$ cat config.mk
export PLATFORM = sky130hd
export DESIGN_NAME = id_stage_pipe
export DESIGN_NICKNAME = d
export VERILOG_FILES = /design/src/rtl/id_stage_pipe_pkg.sv /design/src/rtl/id_stage_pipe_hazard_unit.sv /design/src/rtl/id_stage_pipe.sv
export SDC_FILE = /design/constraint.sdc
export NUM_CORES = 1
export LEC_CHECK = 0
export CAP_MARGIN = 20
export CORE_ASPECT_RATIO = 0.5
export CORE_MARGIN = 10
export CORE_UTILIZATION = 30
export CTS_CLUSTER_DIAMETER = 30
export CTS_CLUSTER_SIZE = 24
export DETAILED_ROUTE_END_ITERATION = 7
export GPL_ROUTABILITY_DRIVEN = 0
export GPL_TIMING_DRIVEN = 1
export PLACE_DENSITY = 0.57
export SLEW_MARGIN = 25
export SYNTH_ARGS = -nofsm -noshare
export SYNTH_HDL_FRONTEND = slang
export SYNTH_SLANG_ARGS = --single-unit
export TNS_END_PERCENT = 50
$ cat constraint.sdc
create_clock -name clk -period 4.2 [get_ports clk]
set_clock_uncertainty 0.05 [all_clocks]
set_input_delay 0.42 -clock clk [delete_from_list [all_inputs] [get_ports clk]]
set_output_delay 0.42 -clock clk [all_outputs]
set_load 0.05 [all_outputs]
$ cat src/rtl/id_stage_pipe_pkg.sv
// Shared ISA constants for the decode stage: opcodes, EXE commands,
// branch kinds and the control bundle carried into EXE.
package id_stage_pipe_pkg;

    localparam logic [5:0] OP_NOP  = 6'd0;
    localparam logic [5:0] OP_ADD  = 6'd1;
    localparam logic [5:0] OP_SUB  = 6'd3;
    localparam logic [5:0] OP_AND  = 6'd5;
    localparam logic [5:0] OP_OR   = 6'd6;
    localparam logic [5:0] OP_NOR  = 6'd7;
    localparam logic [5:0] OP_XOR  = 6'd8;
    localparam logic [5:0] OP_SLA  = 6'd9;
    localparam logic [5:0] OP_SLL  = 6'd10;
    localparam logic [5:0] OP_SRA  = 6'd11;
    localparam logic [5:0] OP_SRL  = 6'd12;
    localparam logic [5:0] OP_ADDI = 6'd32;
    localparam logic [5:0] OP_SUBI = 6'd33;
    localparam logic [5:0] OP_LD   = 6'd36;
    localparam logic [5:0] OP_ST   = 6'd37;
    localparam logic [5:0] OP_BEZ  = 6'd40;
    localparam logic [5:0] OP_BNE  = 6'd41;
    localparam logic [5:0] OP_JMP  = 6'd42;

    // EXE_NOP must stay zero so a bubble is indistinguishable from a NOP.
    localparam logic [3:0] EXE_NOP = 4'd0;
    localparam logic [3:0] EXE_ADD = 4'd1;
    localparam logic [3:0] EXE_SUB = 4'd2;
    localparam logic [3:0] EXE_AND = 4'd3;
    localparam logic [3:0] EXE_OR  = 4'd4;
    localparam logic [3:0] EXE_NOR = 4'd5;
    localparam logic [3:0] EXE_XOR = 4'd6;
    localparam logic [3:0] EXE_SHL = 4'd7;
    localparam logic [3:0] EXE_SRA = 4'd8;
    localparam logic [3:0] EXE_SRL = 4'd9;

    typedef enum logic [1:0] {
        BR_NONE = 2'd0,
        BR_BEZ  = 2'd1,
        BR_BNE  = 2'd2,
        BR_JMP  = 2'd3
    } br_type_e;

    typedef struct packed {
        logic [3:0] exe_cmd;
        logic       mem_r_en;
        logic       mem_w_en;
        logic       wb_en;
    } ctrl_t;

    typedef struct packed {
        logic     is_immediate;
        logic     st_or_bne;
        logic     is_branch_or_jump;
        br_type_e branch_type;
        ctrl_t    ctrl;
    } dec_t;

endpackage

$ cat src/rtl/id_stage_pipe_hazard_unit.sv
// Read-after-write hazard detection for the decode stage.
// ID_FORWARDING_EN selects the load-use/branch rule instead of stall-on-any-match.
module id_hazard_unit #(
    parameter int REG_ADDR_W = 5
) (
    input  logic                  in_valid,
    input  logic [REG_ADDR_W-1:0] src1,
    input  logic [REG_ADDR_W-1:0] src2,
    input  logic                  use_src1,
    input  logic                  use_src2,
    input  logic                  is_branch,
    input  logic [REG_ADDR_W-1:0] EXE_dest,
    input  logic [REG_ADDR_W-1:0] MEM_dest,
    input  logic                  EXE_WB_en,
    input  logic                  EXE_MEM_R_en,
    input  logic                  MEM_WB_en,
    output logic                  hazard
);

    logic s1_live, s2_live, exe_hit;

    // Register 0 is hard-wired, so it never carries a dependency.
    assign s1_live = use_src1 & (src1 != '0);
    assign s2_live = use_src2 & (src2 != '0);
    assign exe_hit = (s1_live & (src1 == EXE_dest)) | (s2_live & (src2 == EXE_dest));

`ifdef ID_FORWARDING_EN
    // Branches resolve here, before the EXE result can be forwarded to them.
    logic unused_mem;
    assign unused_mem = ^{MEM_dest, MEM_WB_en};
    assign hazard = in_valid & ((exe_hit & EXE_MEM_R_en) | (is_branch & exe_hit & EXE_WB_en));
`else
    logic mem_hit, unused_br;
    assign unused_br = ^{is_branch, EXE_MEM_R_en};
    assign mem_hit = (s1_live & (src1 == MEM_dest)) | (s2_live & (src2 == MEM_dest));
    assign hazard = in_valid & ((exe_hit & EXE_WB_en) | (mem_hit & MEM_WB_en));
`endif

endmodule

$ cat src/rtl/id_stage_pipe.sv
// Instruction decode stage with ID/EXE pipeline register, branch resolution
// and stall counter. Hazard rule chosen by macro ID_FORWARDING_EN.
module id_stage_pipe
    import id_stage_pipe_pkg::*;
#(
    parameter int DATA_W     = 32,
    parameter int REG_ADDR_W = 5,
    parameter int CNT_W      = 16
) (
    input  logic                  clk,
    input  logic                  rst,
    input  logic [31:0]           instruction,
    input  logic                  in_valid,
    output logic                  in_ready,
    output logic [REG_ADDR_W-1:0] src1,
    output logic [REG_ADDR_W-1:0] src2,
    input  logic [DATA_W-1:0]     Reg1,
    input  logic [DATA_W-1:0]     Reg2,
    input  logic [REG_ADDR_W-1:0] EXE_dest,
    input  logic [REG_ADDR_W-1:0] MEM_dest,
    input  logic                  EXE_WB_en,
    input  logic                  EXE_MEM_R_en,
    input  logic                  MEM_WB_en,
    input  logic                  exe_ready,
    input  logic                  flush,
    output logic                  Br_taken,
    output logic                  valid_q,
    output logic [REG_ADDR_W-1:0] dest_q,
    output logic [REG_ADDR_W-1:0] src1_q,
    output logic [REG_ADDR_W-1:0] src2_q,
    output logic [DATA_W-1:0]     Val1_q,
    output logic [DATA_W-1:0]     Val2_q,
    output logic [DATA_W-1:0]     Reg2_q,
    output logic [3:0]            EXE_cmd_q,
    output logic                  MEM_R_en_q,
    output logic                  MEM_W_en_q,
    output logic                  WB_en_q,
    output logic [CNT_W-1:0]      stall_cnt
);

    logic [5:0]            opcode;
    dec_t                  dec;
    logic [REG_ADDR_W-1:0] dest_f;
    logic                  use_src1, use_src2, hazard, advance, cond;
    logic                  valid_d, stall_inc;
    ctrl_t                 ctrl_d;
    logic [DATA_W-1:0]     imm_ext, val2_d;
    logic [REG_ADDR_W-1:0] src1_fwd_d, src2_fwd_d;
    logic [CNT_W-1:0]      stall_cnt_d;

    assign opcode = instruction[31:26];
    assign dest_f = REG_ADDR_W'(instruction[25:21]);
    assign src1   = REG_ADDR_W'(instruction[20:16]);
    assign src2   = dec.st_or_bne ? dest_f : REG_ADDR_W'(instruction[15:11]);

    always_comb begin
        dec = '0;
        case (opcode)
            OP_ADD:  begin dec.ctrl.exe_cmd = EXE_ADD; dec.ctrl.wb_en = 1'b1; end
            OP_SUB:  begin dec.ctrl.exe_cmd = EXE_SUB; dec.ctrl.wb_en = 1'b1; end
            OP_AND:  begin dec.ctrl.exe_cmd = EXE_AND; dec.ctrl.wb_en = 1'b1; end
            OP_OR:   begin dec.ctrl.exe_cmd = EXE_OR;  dec.ctrl.wb_en = 1'b1; end
            OP_NOR:  begin dec.ctrl.exe_cmd = EXE_NOR; dec.ctrl.wb_en = 1'b1; end
            OP_XOR:  begin dec.ctrl.exe_cmd = EXE_XOR; dec.ctrl.wb_en = 1'b1; end
            OP_SLA,
            OP_SLL:  begin dec.ctrl.exe_cmd = EXE_SHL; dec.ctrl.wb_en = 1'b1; end
            OP_SRA:  begin dec.ctrl.exe_cmd = EXE_SRA; dec.ctrl.wb_en = 1'b1; end
            OP_SRL:  begin dec.ctrl.exe_cmd = EXE_SRL; dec.ctrl.wb_en = 1'b1; end
            OP_ADDI: begin dec.is_immediate = 1'b1; dec.ctrl.exe_cmd = EXE_ADD; dec.ctrl.wb_en = 1'b1; end
            OP_SUBI: begin dec.is_immediate = 1'b1; dec.ctrl.exe_cmd = EXE_SUB; dec.ctrl.wb_en = 1'b1; end
            OP_LD: begin
                dec.is_immediate  = 1'b1;
                dec.ctrl.exe_cmd  = EXE_ADD;
                dec.ctrl.mem_r_en = 1'b1;
                dec.ctrl.wb_en    = 1'b1;
            end
            OP_ST: begin
                dec.is_immediate  = 1'b1;
                dec.st_or_bne     = 1'b1;
                dec.ctrl.exe_cmd  = EXE_ADD;
                dec.ctrl.mem_w_en = 1'b1;
            end
            OP_BEZ: begin
                dec.is_immediate      = 1'b1;
                dec.is_branch_or_jump = 1'b1;
                dec.branch_type       = BR_BEZ;
            end
            OP_BNE: begin
                dec.is_immediate      = 1'b1;
                dec.st_or_bne         = 1'b1;
                dec.is_branch_or_jump = 1'b1;
                dec.branch_type       = BR_BNE;
            end
            OP_JMP: begin
                dec.is_immediate      = 1'b1;
                dec.is_branch_or_jump = 1'b1;
                dec.branch_type       = BR_JMP;
            end
            default: ;
        endcase
    end

    assign use_src1 = (opcode != OP_NOP) && (opcode != OP_JMP);
    assign use_src2 = ~dec.is_immediate | dec.st_or_bne;

    id_hazard_unit #(.REG_ADDR_W(REG_ADDR_W)) u_hazard (
        .in_valid     (in_valid),
        .src1         (src1),
        .src2         (src2),
        .use_src1     (use_src1),
        .use_src2     (use_src2),
        .is_branch    (dec.is_branch_or_jump),
        .EXE_dest     (EXE_dest),
        .MEM_dest     (MEM_dest),
        .EXE_WB_en    (EXE_WB_en),
        .EXE_MEM_R_en (EXE_MEM_R_en),
        .MEM_WB_en    (MEM_WB_en),
        .hazard       (hazard)
    );

    assign advance  = exe_ready | ~valid_q;
    assign in_ready = advance & ~hazard & ~flush;

    always_comb begin
        cond = 1'b0;
        case (dec.branch_type)
            BR_JMP:  cond = 1'b1;
            BR_BEZ:  cond = (Reg1 == '0);
            BR_BNE:  cond = (Reg1 != Reg2);
            default: cond = 1'b0;
        endcase
    end

    assign Br_taken = in_valid & in_ready & dec.is_branch_or_jump & cond;

    assign imm_ext     = {{(DATA_W-16){instruction[15]}}, instruction[15:0]};
    assign val2_d      = dec.is_immediate ? imm_ext : Reg2;
    assign valid_d     = in_valid & ~hazard & ~flush;
    assign ctrl_d      = valid_d ? dec.ctrl : '0;
    assign stall_inc   = hazard & ~flush & ~(&stall_cnt);
    assign stall_cnt_d = stall_cnt + CNT_W'(1);

`ifdef ID_FORWARDING_EN
    assign src1_fwd_d = src1;
    assign src2_fwd_d = src2;
`else
    assign src1_fwd_d = '0;
    assign src2_fwd_d = '0;
`endif

    always_ff @(posedge clk or posedge rst) begin
        if (rst) begin
            valid_q    <= 1'b0;
            EXE_cmd_q  <= '0;
            MEM_R_en_q <= 1'b0;
            MEM_W_en_q <= 1'b0;
            WB_en_q    <= 1'b0;
            dest_q     <= '0;
            src1_q     <= '0;
            src2_q     <= '0;
            Val1_q     <= '0;
            Val2_q     <= '0;
            Reg2_q     <= '0;
            stall_cnt  <= '0;
        end else begin
            // Flush only kills validity/control; payload follows the normal advance rule.
            if (flush) begin
                valid_q    <= 1'b0;
                EXE_cmd_q  <= '0;
                MEM_R_en_q <= 1'b0;
                MEM_W_en_q <= 1'b0;
                WB_en_q    <= 1'b0;
            end else if (advance) begin
                valid_q    <= valid_d;
                EXE_cmd_q  <= ctrl_d.exe_cmd;
                MEM_R_en_q <= ctrl_d.mem_r_en;
                MEM_W_en_q <= ctrl_d.mem_w_en;
                WB_en_q    <= ctrl_d.wb_en;
            end
            if (advance) begin
                dest_q <= dest_f;
                src1_q <= src1_fwd_d;
                src2_q <= src2_fwd_d;
                Val1_q <= Reg1;
                Val2_q <= val2_d;
                Reg2_q <= Reg2;
            end
            if (stall_inc) begin
                stall_cnt <= stall_cnt_d;
            end
        end
    end

endmodule

==> results of run 1 <==
final cells by class:
type / instances / area [µm²] / area share (%)
multi-input cells: 567 / 3020 / 31.0
flip-flops and latches: 125 / 3130 / 32.1
clock inverters: 12 / 138 / 1.41
clock buffers: 19 / 453 / 4.65
inverters: 10 / 40.0 / 0.411
well taps: 273 / 342 / 3.50
repair buffers: 261 / 2630 / 26.9
worst max-delay path, stage by stage:
cell	delay, ns
sky130_fd_sc_hd__clkdlybuf4s50_1	0.43
sky130_fd_sc_hd__xnor2_1	0.32
sky130_fd_sc_hd__or2_1	0.41
sky130_fd_sc_hd__mux2i_1	0.38
sky130_fd_sc_hd__inv_1	0.11
sky130_fd_sc_hd__o221ai_1	0.18
sky130_fd_sc_hd__nor3_1	0.09
sky130_fd_sc_hd__nor3_2	0.39
sky130_fd_sc_hd__nand3_1	0.18
sky130_fd_sc_hd__nor2_1	0.24
sky130_fd_sc_hd__buf_12	0.17
cell families after synthesis:
logic type | after synthesis
other | 1
AO/OA/AOI/OAI | 96
flip-flops | 125
buffers and inverters | 64
XOR/XNOR | 63
multiplexers | 8
AND/OR/NAND/NOR | 389
adder cells (fa/ha/maj) | 1
per-stage QoR:
step | util (%) | total power (W) | area, µm² | hold WS (ns) | setup WS (ns)
global route | 46.9 | 0.00413 | 9750 | 0.345 | 0.118
finish | 46.9 | 0.00396 | 9750 | 0.312 | 0.399
global placement | 44.0 | 0.00249 | 9140 | 0.399 | 0.454
CTS | 46.9 | 0.00401 | 9750 | 0.331 | 0.369
detailed placement | 44.1 | 0.00250 | 9160 | 0.405 | 0.380
floorplan | - | 0.00203 | 6460 | 0.436 | 0.282
sequential cells by signal (all words and copies together), names as in the netlist:
| name | flops |
|---|---|
| Val1_q | 32 |
| Reg2_q | 32 |
| EXE_cmd_q | 4 |
| valid_q | 1 |
| MEM_W_en_q | 1 |
| Val2_q | 32 |
| MEM_R_en_q | 1 |
| WB_en_q | 1 |
| dest_q | 5 |
| stall_cnt | 16 |
power by group:
part | switching, W | total (W) | leakage, nW | internal (W)
clock network | 0.000586 | 0.00149 | 0.286 | 0.000908
registers | 0.0000618 | 0.00137 | 1.52 | 0.00131
logic | 0.000723 | 0.00110 | 2.50 | 0.000379
total | 0.00137 | 0.00396 | 4.31 | 0.00259
layout by cell type (no fill, tap or decap), types with 2 or more instances in the layout:
cell	netlist	routed
sky130_fd_sc_hd__xor2_1	57	57
sky130_fd_sc_hd__clkinvlp_4	0	2
sky130_fd_sc_hd__dfrtp_1	125	125
sky130_fd_sc_hd__nor3_2	6	6
sky130_fd_sc_hd__clkdlybuf4s50_1	0	247
sky130_fd_sc_hd__clkbuf_16	0	17
sky130_fd_sc_hd__conb_1	1	10
sky130_fd_sc_hd__and2_1	5	5
sky130_fd_sc_hd__nand3b_1	2	2
sky130_fd_sc_hd__clkinv_4	0	3
sky130_fd_sc_hd__mux2i_1	4	4
sky130_fd_sc_hd__buf_4	15	10
sky130_fd_sc_hd__xnor2_1	6	6
sky130_fd_sc_hd__o22ai_1	2	2
sky130_fd_sc_hd__nor2b_1	8	7
sky130_fd_sc_hd__a221oi_1	3	2
sky130_fd_sc_hd__a21oi_1	27	27
sky130_fd_sc_hd__mux2_2	3	3
sky130_fd_sc_hd__inv_6	0	3
sky130_fd_sc_hd__clkbuf_8	0	2
sky130_fd_sc_hd__nand2_1	269	269
sky130_fd_sc_hd__nand4_1	5	5
sky130_fd_sc_hd__or3b_2	2	2
sky130_fd_sc_hd__buf_12	0	4
sky130_fd_sc_hd__o21ai_0	33	33
sky130_fd_sc_hd__and3_1	4	4
sky130_fd_sc_hd__clkinv_2	0	2
sky130_fd_sc_hd__bufinv_16	0	2
sky130_fd_sc_hd__nand2b_1	5	4
sky130_fd_sc_hd__nor4_1	24	24
sky130_fd_sc_hd__inv_1	10	9
sky130_fd_sc_hd__nor2_1	34	34
sky130_fd_sc_hd__o221ai_1	4	4
sky130_fd_sc_hd__nor3_1	6	6
sky130_fd_sc_hd__or4_1	2	2
sky130_fd_sc_hd__nand3_1	9	9
sky130_fd_sc_hd__a31oi_1	15	15
sky130_fd_sc_hd__a32o_1	2	2
metal layers:
layer	GRT usage, %	up-vias
met5	0	-
met4	4.00	0
met3	3.50	16
met2	30.6	133
met1	21.8	2908
li1	-	2931
worst max path at each step:
| stage | startpoint | end | slack [ns] |
|---|---|---|---|
| after floorplan | instruction[29] | in_ready | 0.28 |
| after global placement | instruction[29] | Br_taken | 0.45 |
| after detailed placement | instruction[29] | Br_taken | 0.38 |
| after CTS | instruction[29] | Br_taken | 0.37 |
| after global routing | instruction[29] | Br_taken | 0.12 |
| final | instruction[29] | Br_taken | 0.40 |
==> qor.json, run 1 <==
{
  "finish": {
    "final-instance-count-excl-fill": 1267,
    "fillCellCount": 2056,
    "area_added_between_synthesis_and_finish_pct": 51.8,
    "nets": 1097,
    "antenna_cells": 0,
    "post_route_cells_drive_above_1_share_pct": 6.74
  },
  "clock_tree": {
    "cts.sink_count": 125,
    "postCtsSetupBuffers": 0,
    "total_cts_buffers": 17,
    "clock_tree.buffer_depth": 2,
    "clk-insertion-delay-late_ns": 0.42,
    "clockRootBuffer": "sky130_fd_sc_hd__clkbuf_16",
    "clk_transition_reported_paths_ns": 0.06,
    "post_cts_resize_count": 0,
    "cts-htree-levels": 4,
    "tritoncts": "yes",
    "ctsHoldBuffers": 0
  },
  "routing": {
    "detailedRoute.firstIterationViolations": 400,
    "met3_wirelength_um": 1100,
    "avgRoutedWirePerCell_um": 19.7,
    "first_pass_iters": 5,
    "via_to_cell_ratio": 4.73,
    "total_wire_length_after_detailed_routing_um": 24900,
    "post-route-drc-count": 0,
    "met2_wirelength_um": 12900,
    "vias": 5988,
    "ant_nets": 0,
    "wire_length_on_met1_um": 10700,
    "dr.max_layer_used": "met4"
  },
  "critical_path": {
    "reg2reg_depth": 6,
    "timing.reg2reg.setup_slack_ns": 1.61,
    "worst-endpoint-arrival_ns": 3.33,
    "worst-setup-path-type": "in2out",
    "timing.rr.end": "stall_cnt[1]",
    "cp_capture_type": "primary output",
    "crit_fanout": 9,
    "cp-start-kind": "primary input",
    "timing.critical_path.required_ns": 3.73,
    "crit-reg2reg-launch": "stall_cnt[5]"
  },
  "timing": {
    "final_period_minus_worst_setup_slack_ns": 3.80,
    "post-route-period-util_pct": 90.5,
    "max-slew-margin-rel_pct": 36.2,
    "fin_tns_setup_ns": 0,
    "rsz0062_at_grt": "false",
    "timing.final.setup_violations": 0,
    "timing.final.max_slew_violations": 0,
    "worst_slew_pin_tran_ns": 0.955,
    "finalHoldViolations": 0,
    "clock.fmax_mhz": 263
  },
  "place": {
    "place.port_buffers": 249,
    "post-place-cells": 1236,
    "dp_hpwl_um": 19100
  },
  "logic_synthesis": {
    "synth_top_area_share_pct": 48.7,
    "synthMostInstantiatedCell": "sky130_fd_sc_hd__nand2_1",
    "synth_area_leader_cell": "sky130_fd_sc_hd__dfrtp_1",
    "asyncSetResetFlopFracSynth_pct": 100,
    "netlist_top_cells_area": "sky130_fd_sc_hd__dfrtp_1 49%, sky130_fd_sc_hd__nand2_1 16%, sky130_fd_sc_hd__xor2_1 7.8%",
    "number_of_enable_type_register_cells_in_the_synthesized_netlist": 0,
    "mappedNetlistArea_um2": 6420,
    "synth.yosys.seq_area_share_pct": 48.7,
    "synth_top_family_by_area": "simple AND/OR/NAND/NOR gates",
    "synth.distinct_cells": 53,
    "yosys_most_used_dff": "sky130_fd_sc_hd__dfrtp_1",
    "syn_inst": 747,
    "synth_seq_cells": 125,
    "syn_avg_cell_area_um2": 8.60,
    "synth_common_cells": "269 x sky130_fd_sc_hd__nand2_1, 125 x sky130_fd_sc_hd__dfrtp_1, 57 x sky130_fd_sc_hd__xor2_1",
    "number_of_warnings_issued_by_yosys": 0,
    "synth.mux.area_fraction_pct": 1.38,
    "synth_fa_ha_area_share_pct": 0.195,
    "yosys.area_share.xor_xnor_pct": 8.59,
    "post_synth_and_or_nand_nor_area_fraction_pct": 26.9,
    "complex_gate_fraction_of_the_synthesized_area_pct": 9.08
  },
  "min_path": {
    "worst_min_path_class": "in2async"
  },
  "die": {
    "chipWidth_um": 227,
    "fp_rows": 37,
    "die_height_um": 123,
    "design.core.area_um2": 20800,
    "floorplan.initialDensity_pct": 30.9,
    "ios": 261,
    "fp.dieArea_um2": 28000
  },
  "global_routing": {
    "vias_in_the_first_global_route": 5863,
    "grt_first_pass_wirelength_um": 37300,
    "grt_start_max_net_pins": 93,
    "antenna_violations_before_repair": 0,
    "grt_overflow_total": 0,
    "grt_util_all_layers_pct": 17.4
  },
  "power_and_ir_drop": {
    "cellPowerDensity_nw_per_um2": 406,
    "cellLeakagePower_nw": 4.31,
    "vdd.ir_drop.worst_uv": 238
  },
  "status": {
    "outcome": "finished clean"
  },
  "job": {
    "max_cap_violations": 0
  }
}
Power figures use the tool's default switching activity.
==> run 2, diff against run 1 <==
Settings changed: GPL_TIMING_DRIVEN 1 to unset.
==> results of run 2 <==
No change in the layout: final DEF, timing and power equal those of run 1.
